`src/rtl/hyperbus_burst_splitter.sv`:
```
// hyperbus_burst_splitter: splits one AXI address beat into HyperBus transactions bounded by MAX_WORDS and device boundaries
//   ax_*    : AXI address beat in (valid/ready, addr, len, burst, id, write)
//   trans_* : HyperBus transaction out (valid/ready, in-device addr, one-hot cs, word count, reg, write, id, last)
module hyperbus_burst_splitter #(
  parameter int AW          = 32,
  parameter int LW          = 8,
  parameter int IW          = 4,
  parameter int NR_CS       = 2,
  parameter int CS_ADDR_LSB = 23,
  parameter int MAX_WORDS   = 128
) (
  input  logic                           clk_i,
  input  logic                           rst_ni,
  input  logic                           ax_valid_i,
  output logic                           ax_ready_o,
  input  logic [AW-1:0]                  ax_addr_i,
  input  logic [LW-1:0]                  ax_len_i,
  input  logic [1:0]                     ax_burst_i,
  input  logic [IW-1:0]                  ax_id_i,
  input  logic                           ax_write_i,
  output logic                           trans_valid_o,
  input  logic                           trans_ready_i,
  output logic [AW-1:0]                  trans_addr_o,
  output logic [NR_CS-1:0]               trans_cs_o,
  output logic [$clog2(MAX_WORDS+1)-1:0] trans_words_o,
  output logic                           trans_reg_o,
  output logic                           trans_write_o,
  output logic [IW-1:0]                  trans_id_o,
  output logic                           trans_last_o
);
  localparam int WW  = $clog2(MAX_WORDS + 1);
  localparam int IXW = NR_CS > 1 ? $clog2(NR_CS) : 1;
  localparam int DW  = 2 ** IXW;
  localparam int RW  = LW + 1;
  localparam int NW0 = (CS_ADDR_LSB + 1 > RW) ? CS_ADDR_LSB + 1 : RW;
  localparam int NW  = NW0 > WW ? NW0 : WW;
  typedef enum logic {IDLE, SPLIT} state_t;
  state_t          state_q, state_d;
  logic [AW-1:0]   addr_q, addr_d;
  logic [IW-1:0]   id_q, id_d;
  logic            write_q, write_d, reg_q, reg_d, single_q, single_d;
  logic [RW-1:0]   rem_q, rem_d;
  logic [NW-1:0]   room, cap, words;
  logic [IXW-1:0]  idx;
  logic [DW-1:0]   dec;
  logic            split, last;
  always_comb begin
    // words left before the device boundary; addr_q[0] is always 0
    room  = NW'(({1'b1, {CS_ADDR_LSB{1'b0}}} - {1'b0, addr_q[CS_ADDR_LSB-1:0]}) >> 1);
    cap   = NW'(rem_q) < NW'(MAX_WORDS) ? NW'(rem_q) : NW'(MAX_WORDS);
    words = single_q ? NW'(1) : (cap < room ? cap : room);
    split = state_q == SPLIT;
    last  = NW'(rem_q) == words;
    idx   = addr_q[CS_ADDR_LSB +: IXW];
    // indices beyond NR_CS shift out of the kept slice, giving cs = 0
    dec   = DW'(1) << idx;
  end
  assign ax_ready_o    = !split;
  assign trans_valid_o = split;
  assign trans_addr_o  = split ? AW'({addr_q[CS_ADDR_LSB-1:1], 1'b0}) : '0;
  assign trans_cs_o    = split ? dec[NR_CS-1:0] : '0;
  assign trans_words_o = split ? WW'(words) : '0;
  assign trans_reg_o   = split & reg_q;
  assign trans_write_o = split & write_q;
  assign trans_id_o    = split ? id_q : '0;
  assign trans_last_o  = split & last;
  always_comb begin
    state_d  = state_q;
    addr_d   = addr_q;
    id_d     = id_q;
    write_d  = write_q;
    reg_d    = reg_q;
    single_d = single_q;
    rem_d    = rem_q;
    if (!split && ax_valid_i) begin
      state_d  = SPLIT;
      addr_d   = ax_addr_i & ~AW'(1);
      id_d     = ax_id_i;
      write_d  = ax_write_i;
      reg_d    = ax_addr_i[AW-1];
      // WRAP is treated as INCR
      single_d = (ax_burst_i == 2'b00) | ax_addr_i[AW-1];
      rem_d    = RW'(ax_len_i) + RW'(1);
    end else if (split && trans_ready_i) begin
      rem_d   = rem_q - RW'(words);
      // full-width add so a carry into the CS field moves to the next device
      addr_d  = single_q ? addr_q : addr_q + (AW'(words) << 1);
      state_d = last ? IDLE : SPLIT;
    end
  end
  always_ff @(posedge clk_i or negedge rst_ni) begin
    if (!rst_ni) begin
      state_q  <= IDLE;
      addr_q   <= '0;
      id_q     <= '0;
      write_q  <= 1'b0;
      reg_q    <= 1'b0;
      single_q <= 1'b0;
      rem_q    <= '0;
    end else begin
      state_q  <= state_d;
      addr_q   <= addr_d;
      id_q     <= id_d;
      write_q  <= write_d;
      reg_q    <= reg_d;
      single_q <= single_d;
      rem_q    <= rem_d;
    end
  end
endmodule

```
`config.mk`:
```
export PLATFORM = sky130hd
export DESIGN_NAME = hyperbus_burst_splitter
export DESIGN_NICKNAME = d
export VERILOG_FILES = /design/src/rtl/hyperbus_burst_splitter.sv
export SDC_FILE = /design/constraint.sdc
export NUM_CORES = 1
export LEC_CHECK = 0
export BUFFER_PORTS_ARGS = -buffer_cell sky130_fd_sc_hd__buf_2
export CORE_ASPECT_RATIO = 1.75
export CORE_UTILIZATION = 45
export CTS_CLUSTER_DIAMETER = 30
export DETAILED_ROUTE_END_ITERATION = 8
export PLACE_DENSITY = 0.74
export SETUP_SLACK_MARGIN = 0.15
export SYNTH_ARGS = -nofsm -noshare
export SYNTH_HDL_FRONTEND = slang
export SYNTH_SLANG_ARGS = --single-unit
```
`constraint.sdc`:
```
create_clock -name clk_i -period 6.7 [get_ports clk_i]
set_input_delay 2.01 -clock clk_i [delete_from_list [all_inputs] [get_ports clk_i]]
set_output_delay 2.01 -clock clk_i [all_outputs]
set_load 0.05 [all_outputs]
```
==> results.md <==
- Max-cap violations in this run came to 0.
- Including well taps, the total number of placed cells is 783.
- The share of total power dissipated in sequential elements is 0.192.
- Clock tree synthesis inserted a total of 5 buffers.
- 0 antenna diodes ended up in the layout.
- Setup repair after global routing could not meet its margin everywhere.
- In the global route stage, overall resource usage came out at 0.256.
- The HPWL reported at the end of detailed placement is 9550 um.
- The cell leakage power is 0.00265 uW.
- The initial utilization of the core area, before any placement, comes to 0.463.
- The number of H-tree branching levels is 2.
- At the end of routability-driven placement, the weighted congestion stood at 0.921.
- The number of optimization iterations in the first detailed-route pass is 4.
- The sequential cells in the finished layout cover a total of 0.00100 mm^2.
- The multi-input combinational cells in the finished layout cover a total of about 0.0033 mm^2.
- The slowest stage of the critical path is the or4_4 cell.
- For the pin with the worst max-slew slack, the measured transition is 1.01 ns.
- The final core utilization is 0.571.
- For flop-to-flop paths, the worst setup slack is 0.79 ns.
- The placed standard-cell area is ~0.0050 mm^2.
- The number of standard-cell rows in the floorplan is 47.
- The largest net degree at the start of global routing is 46.
- The cell family contributing the most delay on the critical path is simple AND/OR/NAND/NOR gates.
- Detailed routing inserted a total of 4538 vias.
- The total of fill cells in the finished design is between 800 and 900.
- The number of remaining DRC errors is 0.
- The number of hold buffers added after CTS was 0.
- The worst setup path is launched from a register.
- The net total in the final layout is 777.
- The vias per cell is around 5.7.
- Between clock sinks in the finished design, the worst skew comes to 0.00457 ns.
- Leaving out filler cells and counting taps, the final layout contains 802.
- The number of global-route vias before repair is around 4600.
- The final max-slew violation count came to 0.
- Counting instances, the worst hold path has a depth of 2.
- After routing the design area is around 0.0054 mm^2.
- In this run the remaining antenna-violating nets after routing total 0.
- The insertion delay of the later-clocked pin in the worst-skew pair is 0.29 ns.
- In the layout the commonest cells are buf_2 (82), nand2_1 (61), nor2_1 (57).
- The cell-internal power is 1290 uW.
- The number of antenna violations at the first check in global routing was 0.
- The total number of yosys warnings is 0.
- The worst hold path terminates at reg_q.
- Based on the critical path, the design can be clocked at up to between 100 and 150 MHz.
- VDD sags by at most 0.000269 V.
- The count of flip-flops with a built-in enable after synthesis is 0.
- The most used flip-flop cell after synthesis is dfrtp_1.
- The final critical-path share of the clock period is 1.01.
- The cell area after technology mapping is 0.00436 mm^2.
- In this run, synthesis produced a sequential element count of 40.
- Subtracting the final worst setup slack from the clock period gives approximately 6.8 ns.
- The clock drives 40 sinks.
- The longest clock path from root to sink contains 2 buffers.
- The worst hold path belongs to the class register to register.
- Across all hold checks on the routed design, the worst slack comes to 0.467 ns.
- The number of design-rule violations left by the first detailed-router iteration is approximately 230.
- The startpoint identified for the worst register-to-register timing path is addr_q[5].
- The first-pass GRT wire length is 20900 um.
- The final reports fail on negative setup slack.
- Global routing finished with a remaining overflow of 0.
- TritonCTS built the clock tree.
- For this design the top-level I/O count stands at 102.
- Setup total negative slack on the finished layout was measured at -0.0630 ns.
- The worst path arrival time is 4.75 ns.
- The post-detailed-routing wire length is approximately 13000 um.
- The post-synthesis sequential area ratio is 0.230.
- The flow ran to the end, but the final reports show violations.
- Of the total power, the share spent switching nets is 0.532.
- The die covers 0.0101 mm^2.
- In this run the most critical hold path is launched from reg_q.
- Of the total power, combinational logic draws 0.723.
- Setup slack on the critical path of the routed design comes to -0.0630 ns.
- Each instance of the synthesized netlist takes up on average 7.74 um^2.
- The largest fanout on the critical path is 8.
- After detailed routing, the average wire length per cell comes to 15.8 um.
- The worst path buffer plus inverter count is 4.
- The clock root buffer master is clkbuf_16.
- The share of cells above drive strength 1 is 0.238.
- The setup path with the least slack is of type register to primary output.
- After synthesis, the netlist uses 66 different library cells.
- The horizontal extent of the die is 76.4 um.
- STA classifies the critical path endpoint as a primary output.
- The clock edge transition at the registers on the reported setup and hold paths is approximately 0.060 ns.
- Leaving out fill and tap cells, the most frequent cell in the layout is buf_2.
- In this design, the stage delay of the slowest critical-path cell is ~0.50 ns.
- The number of cells on the worst reg-to-reg path is 23.
- The number of failing hold endpoints at the final stage is 0.
- For the worst setup path, the data required time is 4.69 ns.
- The endpoint identified for the worst register-to-register timing path is addr_q[20].
- For this run, asynchronously set or reset flops after synthesis account for 1.00.
- The headroom to the max-slew limit is 0.325.
- The floorplan step set the die height to 132 um.
- The gate count of the mapped netlist is 563.
- The region available for standard cell placement spans 0.00941 mm^2.
- The power per cell area is 513 mW/mm^2.
- The switching power is between 1000 and 1500 uW.
- The port buffer count is 83.
- The setup violation total in the final timing report is 1.
- The area added between synthesis and finish is 23.3%.
- The proportion of power drawn by the clock network is 0.085.
- Walking the worst path, the cells encountered are nor4_4, buf_6, buf_6, nand2_4, xnor2_2, ha_1, o21a_1, o221ai_1, a21oi_1, or4b_4, or4_4, buf_8, mux2_4, or2_4, ha_1, nand4_1, nor2_2, and3_4, buf_8.
## layout make-up
class,instances,area share
clock inverters,1,0.000931
clock buffers,6,0.0240
repair buffers,116,0.128
flip-flops and latches,40,0.186
well taps,122,0.0284
inverters,18,0.0126
multi-input cells,499,0.620
## synthesized netlist by cell type, drive strengths merged, types with 4 or more instances
| master | count | share of area |
|---|---|---|
| nand4 | 5 | 0.0086 |
| mux2i | 5 | 0.011 |
| xor2 | 10 | 0.020 |
| and2 | 29 | 0.042 |
| nor2b | 6 | 0.0086 |
| clkbuf | 18 | 0.015 |
| nand2 | 63 | 0.054 |
| a21oi | 49 | 0.056 |
| nand2b | 6 | 0.0086 |
| or2 | 7 | 0.010 |
| mux2 | 8 | 0.025 |
| xnor2 | 19 | 0.038 |
| nor3 | 18 | 0.022 |
| and3 | 15 | 0.022 |
| a21o | 10 | 0.017 |
| a31oi | 8 | 0.011 |
| nor2 | 59 | 0.051 |
| a211oi | 5 | 0.0086 |
| ha | 44 | 0.13 |
| o21ai | 39 | 0.045 |
| or4 | 5 | 0.0086 |
| dfrtp | 40 | 0.23 |
| inv | 18 | 0.015 |
| nand3 | 14 | 0.016 |
| o21a | 7 | 0.012 |
| or3 | 4 | 0.0057 |
| buf | 11 | 0.020 |
## cell families after synthesis
logic type / share of synthesized area
AO/OA/AOI/OAI: 0.197
XOR/XNOR: 0.0634
adder cells (fa/ha/maj): 0.135
buffers and inverters: 0.0508
flip-flops: 0.230
multiplexers: 0.0364
other: 0.000860
AND/OR/NAND/NOR: 0.287
## repair_timing
item / 4_1_cts / 5_1_grt
pin swaps: 12 / 5
buffers inserted: 11 / 1
resized for setup: 21 / 9
setup endpoints to repair: 1 / 1
## per-stage QoR
step,power [uW],setup WS (ns)
floorplan,1930,0.169
global placement,2340,0.0154
detailed placement,2390,-0.111
CTS,2700,-0.0706
global route,2980,-0.216
finish,2760,-0.0630
## worst min-delay path: stages (launching register included)
cell	delay, ns
dfrtp_1	0.34
nand2_1	0.05
nand2_1	0.05
## state kept, by name (all words and copies together), names as in the netlist
register,flops
trans_valid_o,1
single_q,1
rem_q,9
addr_q,23
id_q,4
write_q,1
reg_q,1
## per-layer routing
metal | part of all wire | vias up | GRT usage
met5 | 0 | - | 0
met4 | 0.038 | 0 | 0.155
met3 | 0.036 | 38 | 0.0339
met2 | 0.54 | 122 | 0.481
met1 | 0.38 | 2179 | 0.263
li1 | - | 2199 | -
## power by group through the flow
| stage | combinational [uW] | clock [uW] | sequential [uW] |
|---|---|---|---|
| after global placement | 1820 | 0 | 521 |
| after floorplan | 1450 | 0 | 473 |
| after global routing | 2180 | 248 | 552 |
| after detailed placement | 1870 | 0 | 525 |
| final | 1990 | 234 | 530 |
| after CTS | 1940 | 239 | 525 |
## worst max-delay path by stage
stage,startpoint,endpoint,slack [ns],depth (start not counted)
final,addr_q[5],trans_last_o,-0.06,19
after global routing,addr_q[5],trans_last_o,-0.22,19
after CTS,addr_q[4],trans_last_o,-0.07,19
after detailed placement,addr_q[5],trans_last_o,-0.11,18
after global placement,addr_q[5],trans_last_o,0.02,18
after floorplan,addr_q[5],trans_last_o,0.17,17
Power figures use the tool's default switching activity.
